$ cat src/rtl/pipe_pkg.sv
// Shared definitions for the elastic pipeline register slice.
// Contents:
//   PIPE_NOP  - default bubble value that a stage holds when it is empty
//   clog2_cnt - width of a counter that must hold values 0..depth inclusive
package pipe_pkg;

  localparam logic [63:0] PIPE_NOP = 64'h0;

  // Smallest width able to represent every count from 0 up to and including
  // depth. The result is never below 1, so a one-stage chain still gets a
  // usable occupancy port.
  function automatic int clog2_cnt(input int depth);
    int w;
    w = 1;
    while ((1 << w) < (depth + 1)) begin
      w++;
    end
    return w;
  endfunction

endpackage

$ cat src/rtl/elastic_pipe_stage.sv
// One stage of the elastic pipeline: a data register plus its valid bit.
// Ports:
//   clk, reset  - clock and synchronous active-high reset
//   flush       - squashes the stage at the next edge
//   up_valid    - upstream stage (or chain input) holds an item
//   up_data     - upstream payload
//   down_ready  - downstream stage (or chain output) can take our item
//   valid, data - registered contents of this stage
//   ready       - this stage loads from upstream at the next edge
module elastic_pipe_stage
  import pipe_pkg::*;
#(
  parameter int            SZ  = 64,
  parameter logic [SZ-1:0] NOP = SZ'(PIPE_NOP)
) (
  input  logic          clk,
  input  logic          reset,
  input  logic          flush,
  input  logic          up_valid,
  input  logic [SZ-1:0] up_data,
  input  logic          down_ready,
  output logic          valid,
  output logic [SZ-1:0] data,
  output logic          ready
);

  logic move;

  // A stage may load when it is empty or when its own item leaves this
  // cycle; that is what lets bubbles collapse instead of stalling the chain.
  assign move  = valid & down_ready;
  assign ready = ~valid | move;

  // Reset beats flush beats normal loading. An empty upstream loads a bubble,
  // so an idle stage always carries NOP rather than stale data.
  always_ff @(posedge clk) begin
    if (reset || flush) begin
      valid <= 1'b0;
      data  <= NOP;
    end else if (ready) begin
      valid <= up_valid;
      data  <= up_valid ? up_data : NOP;
    end
  end

endmodule

$ cat src/rtl/elastic_pipeline_register.sv
// Elastic pipeline register chain: DEPTH stages of SZ bits, each with its own
// valid bit, handshaking valid/ready at both ends and flushable in one cycle.
// Ports:
//   clk, reset           - clock and synchronous active-high reset
//   in_valid, in_data    - upstream item offered to stage 0
//   in_ready             - chain accepts in_data this cycle
//   out_valid, out_data  - registered contents of the last stage
//   out_ready            - downstream consumes out_data this cycle
//   flush                - squash every stage at the next edge
//   occupancy            - number of stages currently holding an item
module elastic_pipeline_register
  import pipe_pkg::*;
#(
  parameter int            SZ    = 64,
  parameter int            DEPTH = 1,
  parameter logic [SZ-1:0] NOP   = SZ'(PIPE_NOP)
) (
  input  logic                          clk,
  input  logic                          reset,
  input  logic                          in_valid,
  input  logic [SZ-1:0]                 in_data,
  output logic                          in_ready,
  output logic                          out_valid,
  output logic [SZ-1:0]                 out_data,
  input  logic                          out_ready,
  input  logic                          flush,
  output logic [clog2_cnt(DEPTH)-1:0]   occupancy
);

  localparam int OW = clog2_cnt(DEPTH);

  if (DEPTH < 1) begin : g_bad_depth
    $error("elastic_pipeline_register: DEPTH must be at least 1");
  end

  logic [DEPTH-1:0] stage_valid;
  logic             head_ready;

  // Stage 0 faces the input, stage DEPTH-1 faces the output. Valid/data
  // flow forward from the previous stage; ready flows backward from the
  // next stage, so out_ready ripples combinationally down to in_ready.
  for (genvar i = 0; i < DEPTH; i++) begin : g_stage
    logic          up_valid;
    logic [SZ-1:0] up_data;
    logic          down_ready;
    logic          valid;
    logic [SZ-1:0] data;
    logic          ready;

    if (i == 0) begin : g_head
      assign up_valid   = in_valid;
      assign up_data    = in_data;
      assign head_ready = ready;
    end else begin : g_mid
      assign up_valid = g_stage[i-1].valid;
      assign up_data  = g_stage[i-1].data;
    end

    if (i == DEPTH - 1) begin : g_tail
      assign down_ready = out_ready;
    end else begin : g_link
      assign down_ready = g_stage[i+1].ready;
    end

    elastic_pipe_stage #(
      .SZ  (SZ),
      .NOP (NOP)
    ) u_stage (
      .clk        (clk),
      .reset      (reset),
      .flush      (flush),
      .up_valid   (up_valid),
      .up_data    (up_data),
      .down_ready (down_ready),
      .valid      (valid),
      .data       (data),
      .ready      (ready)
    );

    assign stage_valid[i] = valid;
  end

  // During a flush nothing may be taken in: the flushing edge would drop it.
  assign in_ready  = head_ready & ~flush;
  assign out_valid = stage_valid[DEPTH-1];
  assign out_data  = g_stage[DEPTH-1].data;

  // Occupancy is a plain popcount of the registered valid bits.
  always_comb begin
    occupancy = '0;
    for (int i = 0; i < DEPTH; i++) begin
      occupancy = occupancy + OW'(stage_valid[i]);
    end
  end

endmodule

$ cat config.mk
export PLATFORM = sky130hd
export DESIGN_NAME = elastic_pipeline_register
export DESIGN_NICKNAME = d
export VERILOG_FILES = /design/src/rtl/pipe_pkg.sv /design/src/rtl/elastic_pipe_stage.sv /design/src/rtl/elastic_pipeline_register.sv
export SDC_FILE = /design/constraint.sdc
export NUM_CORES = 1
export LEC_CHECK = 0
export ABC_AREA = 0
export BUFFER_PORTS_ARGS = -buffer_cell sky130_fd_sc_hd__buf_2
export CORE_ASPECT_RATIO = 0.75
export CORE_UTILIZATION = 30
export CTS_BUF_LIST = sky130_fd_sc_hd__clkbuf_4
export CTS_CLUSTER_DIAMETER = 50
export DETAILED_ROUTE_END_ITERATION = 16
export PLACE_DENSITY = 0.64
export SLEW_MARGIN = 20
export SYNTH_ARGS = -nofsm -noshare
export SYNTH_HDL_FRONTEND = slang
export SYNTH_HIERARCHICAL = 1
export SYNTH_SLANG_ARGS = --single-unit
$ cat constraint.sdc
create_clock -name clk -period 1.45 [get_ports clk]
set_input_delay 0.29 -clock clk [delete_from_list [all_inputs] [get_ports clk]]
set_output_delay 0.29 -clock clk [all_outputs]
set_load 0.01 [all_outputs]
Word-level counts from Yosys, hierarchy flattened. Cells that the tools add are included.

Register bits after elaboration: 65. Latch bits: 0. RAM bits: 0. Memory bits (read-only): 0. Output and inout bits: 67. Word-level logic and storage cells: 9. Memories: 0.

Add/subtract/negate cells: 0. Multipliers: 0. Div/mod/pow operators: 0. Order comparisons: 0. Equal/unequal tests: 0. Shift-type cells: 0. Mux-type cells: 1. Bitwise operators: 5. Reduce and logical (&&, ||, !) cells: 1.

Operators by type and width (count): 64-bit 2-to-1 mux (1); 1-bit bitwise AND (2); 1-bit inverter (2); 1-bit logical OR (1); 1-bit OR (1).

Depth between registers and ports, before layout. Gate-level depths: netlist of the first run.

Word-level depth: 3. Gate-level depth with buffers: 6. Mapped depth without buffers: 4.

Cells and area by module. The synthesis of the first run kept the hierarchy.

Modules (own cells, without submodules): elastic_pipe_stage (times used 1, cells each 284, area an instance 2477.4 µm², sequential area each 1301.2 µm²); elastic_pipeline_register (times used 1, cells each 2, area an instance 21.3 µm², sequential area each 0.0 µm²).

Worst setup path before layout of the first run. No wires, ideal clock.

Path kind: reg2out. From: register g_stage[0].u_stage.valid. To: output in_ready. Data arrival time: 1.049 ns. Slack: 0.111 ns. Stages on the path, launching flop included: 6. Path through: dfxtp_1 nor2b_2 inv_2 buf_4 buf_2 nor2b_4.

Word-level cells in the longest chain between the ends: 3.

Ends and longest elaborated chain: start, declared (RTL line elastic_pipe_stage.sv:22) `output logic valid,`; start signal, assigned (RTL line elastic_pipe_stage.sv:41) `valid <= up_valid;`; 1-bit bitwise AND / 1-bit inverter (equally long branches) (RTL line elastic_pipe_stage.sv:31, elastic_pipe_stage.sv:32); 1-bit OR * (RTL line elastic_pipe_stage.sv:32) `assign ready = ~valid | move;`; via g_stage[0].ready (RTL line elastic_pipeline_register.sv:48) `logic ready;`; 1-bit bitwise AND * (RTL line elastic_pipeline_register.sv:84) `assign in_ready = head_ready & ~flush;`; end, declared (RTL line elastic_pipeline_register.sv:22) `output logic in_ready,`.

Mark *: on every way through the listed nets, which the timed path passes. The rest lies on a longest branch.

Worst setup path in the final report of the first run. Ends and elaborated chain as after synthesis.

==> summary.txt, run 1 <==
Yosys
  – Compound-cell area share of the yosys netlist: 20.48%
  – Synth cell types: 14
  – Area contributors post-synth: dfxtp_1 (52%), nand2_1 (18%), a21oi_2 (17%), a21oi_1 (3.0%), buf_6 (2.7%)
  – Async SR Flop Fraction: 0%
  – Top_reg_cell synth: dfxtp_1
  – Synthesis Warnings: 6
  – XOR/XNOR share of the synthesized area: 0%
  – FF+latch count, synth: 65
  – Post-Syn Instances: 286
  – Dominant cell by count in the synthesized netlist: nand2_1
  – Post-synth EDFFs: 0
  – Cell area after synthesis: 2499 um2
  – Syn_nets: 355
  – Seq/Total Area, Yosys: 52.08%
  – Adder-cell share of the synthesized area: 0%
  – Largest family of logic cells by synthesized area: simple AND/OR/NAND/NOR gates
  – Top cell type by total area after synthesis: dfxtp_1
  – Simple-Gate Fraction of Synth Area: 20.88%
  – Synth top area share: 52.08%
  – Post-synthesis mux area share: 0%
  – Most frequent cells after synthesis: nand2_1 (118), dfxtp_1 (65), a21oi_2 (49)
  – Syn avg cell area: 8.737 um2

Critical path
  – Crit-path slowest cell: dfxtp_2
  – Buffer and inverter count on the worst path: 2
  – Startpoint Class: register
  – CP Cell Sequence: nor2b_4 -> inv_2 -> nor2b_4 -> buf_6
  – CP Data Required Time: 1.16 ns
  – CP peak stage delay: 0.35 ns
  – CP arrival: 1.19 ns
  – Critical-path maximum fanout: 2
  – Most used cell along the critical path: nor2b_4
  – CP Class: register to output pin
  – CP top delay family: flip-flops
  – CP endpoint kind: output pin

STA
  – Final Worst Setup Slack: -0.03374 ns
  – Final worst path period need: 1.484 ns
  – Max Fclk: 0.6740 GHz
  – Final worst-path cycle share: 102.3%
  – Slew @ Worst Pin: 0.2623 ns
  – RSZ-0062 raised after global routing: yes
  – Max Slew Vio Count: 0
  – Setup violations, final: 1
  – Final hold vios: 0
  – Setup TNS: -0.03374 ns
  – Clock Skews: 0.01616 ns
  – Slew HR: 82.51%

Drt
  – Vias per cell: 4.447
  – Routed WL: 6483 um
  – DRT Pass-1 Iters: 4
  – Post-DRT Antenna Nets: 0
  – Routed vias: 2366
  – Iter 0 DRT Violations: 134
  – Post-route DRC: 0
  – WL per Instance: 12.19 um

Die
  – Io pins: 136
  – # rows: 28
  – Core area: 7988 um2
  – Die Ht: 81.04 um
  – Die area: 8702 um2
  – Die Width: 107.4 um
  – Starting density of the core: 31.28%

Clock tree
  – Clock H-tree levels: 3
  – CTS Sinks: 65
  – CTS Buf Count: 9
  – Clock root cell: clkbuf_4
  – Max clock buf depth: 2
  – CTS tree: done
  – Hold_buf cts: 0
  – Clock transition at the registers of the reported paths: 0.12 ns
  – Worst-Skew Late Latency: 0.41 ns

Placement
  – Placed Cells: 512
  – Gpl congestion: 0.7283
  – Buffers on Ports: 135
  – DP Worst Slack: 0.1664 ns
  – Hpwl dp: 4505 um

Layout
  – FILL cells: 819
  – Layout cells sized above 1: 51.05%
  – Area occupied by multi-input gates: 1054 um2
  – Non-filler instance count after layout: 532
  – P&R area growth vs syn: 39.16%
  – Register Area: 1303 um2
  – Final Core Density: 43.53%
  – Nets: 491
  – Inserted Diodes: 0

Run status
  – Failing checks: setup timing
  – Status: finished, violations left

Flow run
  – Max-cap violations: 0

GRT
  – Aggregate global routing overflow: 0
  – Global-route wire length before repair: 10340 um
  – Vias in the first global route: 2178
  – Initial antenna violation count: 0
  – Gr usage total: 15.59%
  – Pin count of the biggest net entering global routing: 65

Power
  – Max VDD drop: 0.4267 mV
  – Pwr/cell area: 1041 nW/um2
  – Leak: 1.667 nW
  – Tot Pwr: 0.003619 W

Min path
  – Worst hold path class: primary input to register
## area by class of cell
class | instances | area share, %
timing repair buffer | 148 | 23.71
clock buffer | 10 | 2.159
multi-input combinational | 196 | 30.30
inverter | 2 | 0.2159
clock inverter | 6 | 2.375
sequential | 65 | 37.46
tap | 105 | 3.778
## power breakdown
part / switching, W / internal, W / total (W)
Clock: 0.000656 / 0.000708 / 0.00136
Combinational: 0.000211 / 0.000179 / 0.000390
Sequential: 0.0000269 / 0.00184 / 0.00187
## sequential cells by signal, indices dropped and copies added (netlist names)
name	cells
g_stage.u_stage/valid	1
g_stage.u_stage/data	64
## layout by cell type (no fill, tap or decap), drive strengths merged
cell and count:
clkinv 2, clkinvlp 2, o21bai 1, a21oi 64, bufinv 2, nand2 118, clkbuf 10, inv 2
or2 1, nand3 10, buf 148, nor2b 2, dfxtp 65
## path summary, 6_finish.rpt
kind	end	slack, ns	start	cells past startpoint
worst max-delay path	in_ready	-0.03	g_stage[0].u_stage/valid	4
worst min-delay path	g_stage[0].u_stage/data[49]	0.11	in_data[49]	3
worst max register to register	g_stage[0].u_stage/data[45]	0.12	g_stage[0].u_stage/valid	7
worst min register to register	g_stage[0].u_stage/data[1]	0.45	g_stage[0].u_stage/data[1]	2
## per-layer routing
metal	up-vias	part of all wire (%)	global-route usage, %	wire (um)
met4	0	1.1	4.932	72
li1	1194	-	-	-
met2	87	45	24.71	2892
met5	-	0	0	0
met3	8	8.1	6.421	528
met1	1077	46	19.34	2990
## worst reg2reg max path, stage by stage, from the launching register on
cell and delay [ns]:
dfxtp_2 0.35, nor2b_4 0.15, inv_2 0.05, buf_4 0.12
buf_4 0.13, buf_16 0.20, nand2_1 0.15, a21oi_2 0.06
## metrics by stage
stage	hold WS (ns)	area, um2
final	0.1144	3477
after global routing	0.05885	3477
after CTS	0.07085	3458
after detailed placement	0.4417	3271
after global placement	0.4358	3271
after floorplan	0.4300	2499
## cells by family (layout without fill, tap and decap cells)
| logic type | count (synthesis) | in the layout |
|---|---|---|
| AND/OR/NAND/NOR | 131 | 131 |
| AO/OA/AOI/OAI | 65 | 65 |
| flip-flops | 65 | 65 |
| buffers and inverters | 25 | 166 |
## what timing repair did
action                     4_1_cts  5_1_grt
setup endpoints to repair        1        1
setup buffers                    3        1
gates cloned                     0        0
gates resized for setup          2        2
Note: power is estimated with default switching activity, not from simulation.
==> inputs of run 2 (changes only) <==
BUFFER_PORTS_ARGS = -buffer_cell sky130_fd_sc_hd__clkbuf_2   (was -buffer_cell sky130_fd_sc_hd__buf_2)
==> run 2 against run 1 <==
The flow still finishes with violations (setup timing). Sequential share of layout area rose by 0.67 points. Core utilization fell by 0.77 points. Hold slack got worse by 0.012 ns. First-iteration DRC count rose by 5.2%. Flip-flop and latch count did not move. Worst setup slack improved by 0.014 ns. Highest routed layer unchanged. Global-route usage fell by 0.48 points. Cell count rose by 0.19%. Power fell by 10%. Register-to-register slack improved by 0.02 ns. Via count fell by 0.59%.
==> summary.txt, run 2 (synthesized netlist as in run 1, its figures left out) <==
Layout
  – Most common cell after layout, fill and taps aside: clkbuf_2
  – Most frequent cells in the layout: clkbuf_2 (134), nand2_1 (118), dfxtp_1 (64)
  – Largest register by flop count: g_stage.u_stage/data
  – Inserted Diodes: 0
  – Biggest regs: g_stage.u_stage/data x64, g_stage.u_stage/valid x1
  – P&R area growth vs syn: 36.71%
  – Max reg flops: 64
  – Design Area, Final: 3416 um2
  – Non-filler instance count after layout: 533
  – Layout cells sized above 1: 50.93%
  – Nets: 492

GRT
  – Global-route wire length before repair: 9956 um
  – Gr usage total: 15.10%
  – Vias in the first global route: 2181
  – Pin count of the biggest net entering global routing: 32
  – Aggregate global routing overflow: 0
  – Initial antenna violation count: 0

Min path
  – Worst Hold Launch: in_data[51]
  – WHS Endpoint: g_stage[0].u_stage/data[51]
  – Hold Crit Depth: 3
  – Worst hold path class: primary input to register

Critical path
  – CP peak stage delay: 0.34 ns
  – CP Class: register to output pin
  – Worst r2r dst: g_stage[0].u_stage/data[41]
  – Most used cell along the critical path: nor2b_4
  – CP arrival: 1.18 ns
  – CP endpoint kind: output pin
  – Worst Reg-to-Reg Cells: 5
  – Critical-path maximum fanout: 2
  – CP top delay family: flip-flops
  – CP Data Required Time: 1.16 ns
  – RR Startpoint: g_stage[0].u_stage/valid
  – Startpoint Class: register
  – Register-to-register path setup slack: 0.14 ns
  – CP Cell Sequence: nor2b_4 -> inv_4 -> nor2b_4 -> buf_6
  – Crit-path slowest cell: dfxtp_2
  – Buffer and inverter count on the worst path: 2

Clock tree
  – Max clock buf depth: 2
  – CTS tree: done
  – CTS Sinks: 65
  – Worst-Skew Late Latency: 0.40 ns
  – Clock root cell: clkbuf_4
  – Hold_buf cts: 0
  – CTS Buf Count: 9
  – Clock transition at the registers of the reported paths: 0.12 ns
  – Clock H-tree levels: 3

Drt
  – M1 wire length: 2899 um
  – WL per Instance: 12.07 um
  – Routed vias: 2352
  – Routed WL: 6432 um
  – Post-route DRC: 0
  – DRT Pass-1 Iters: 6
  – Top sig layer: met4
  – Iter 0 DRT Violations: 141
  – Vias per cell: 4.413
  – Post-DRT Antenna Nets: 0
  – WL met3: 556 um
  – Met2 WL: 2910 um

STA
  – Max Slew Vio Count: 0
  – Final Worst Setup Slack: -0.01970 ns
  – Setup violations, final: 1
  – Max Fclk: 0.6804 GHz
  – RSZ-0062 raised after global routing: yes
  – Slew HR: 77.47%
  – Slew @ Worst Pin: 0.3380 ns
  – Worst hold slack: 0.1021 ns
  – Clock Skews: 0.01118 ns
  – Final worst path period need: 1.470 ns
  – Final worst-path cycle share: 101.4%
  – Final hold vios: 0

Power
  – Tot Pwr: 0.003255 W
  – Switching Power: 0.0008827 W
  – Leak: 1.600 nW
  – Clock power frac: 30.7%
  – Internal power: 0.002372 W
  – Pwr/cell area: 952.9 nW/um2
  – Sequential group share of total power: 57.3%
  – Sw frac: 27.12%
  – Comb pwr share: 12.0%
  – Max VDD drop: 0.3353 mV

Flow run
  – Max-cap violations: 0

Die
  – Io pins: 136
  – Die Ht: 81.04 um
  – Starting density of the core: 31.28%
  – Die area: 8702 um2
  – Core area: 7988 um2
  – # rows: 28
  – Die Width: 107.4 um

Placement
  – Gpl congestion: 0.7359
  – Post-DP Area: 3273 um2
  – Buffers on Ports: 135
  – Placed Cells: 514
  – Hpwl dp: 4711 um

Run status
  – Failing checks: setup timing
  – Status: finished, violations left
## run 2: cell count changes in the layout (fill, tap and decap cells not counted), sizes merged
cell	change
clkbuf	+134
bufinv	-2
buf	-133
clkinv	+1
clkinvlp	+1
## run 2: worst register-to-register path: stages (launching register included)
cell and delay (ns):
dfxtp_2 0.34, nor2b_4 0.17, buf_4 0.16, buf_4 0.32, nand2_1 0.15, a21oi_2 0.12
## run 2: worst max path at each step
| stage | start | endpoint | slack (ns) | depth (start not counted) |
|---|---|---|---|---|
| floorplan | g_stage[0].u_stage/valid | in_ready | 0.11 | 5 |
| global placement | flush | g_stage[0].u_stage/data[60] | 0.19 | 5 |
| detailed placement | out_ready | g_stage[0].u_stage/data[44] | 0.18 | 5 |
| CTS | g_stage[0].u_stage/valid | in_ready | -0.06 | 4 |
| global route | g_stage[0].u_stage/valid | in_ready | -0.09 | 4 |
| finish | g_stage[0].u_stage/valid | in_ready | -0.02 | 4 |
## run 2: power by group through the flow
stage	registers (W)	clock network (W)	logic [W]
6_report	0.00187	0.00100	0.000389
3_3_place_gp	0.00191	0	0.000380
2_1_floorplan	0.00193	0	0.000178
3_5_place_dp	0.00191	0	0.000385
5_1_grt	0.00187	0.00114	0.000431
4_1_cts	0.00187	0.00107	0.000392
## run 2: timing repair
action / in CTS / in global routing
setup endpoints to repair: 1 / 1
pin swaps: 0 / 0
resized for setup: 2 / 2
buffers inserted: 3 / 0
## run 2: metrics by stage
stage	setup TNS [ns]	worst slack (ns)	utilization [%]
3_5_place_dp	0	0.1773	40.98
3_3_place_gp	0	0.1921	40.98
5_1_grt	-0.08523	-0.08523	42.76
4_1_cts	-0.05544	-0.05544	42.68
2_1_floorplan	0	0.1113	-
6_report	-0.01970	-0.01970	42.76
## run 2: metal layers
layer	track usage, %	up-vias
met5	0	-
met4	6.986	0
met3	5.538	6
met2	24.90	97
met1	17.64	1053
li1	-	1196
## run 2: layout make-up
type / count / area (um2)
repair buffers: 149 / 812.0
inverters: 2 / 10.01
flip-flops and latches: 65 / 1303
clock buffers: 10 / 75.07
fillers: 822 / 4572
multi-input cells: 196 / 1050
clock inverters: 6 / 35.03
well taps: 105 / 131.4
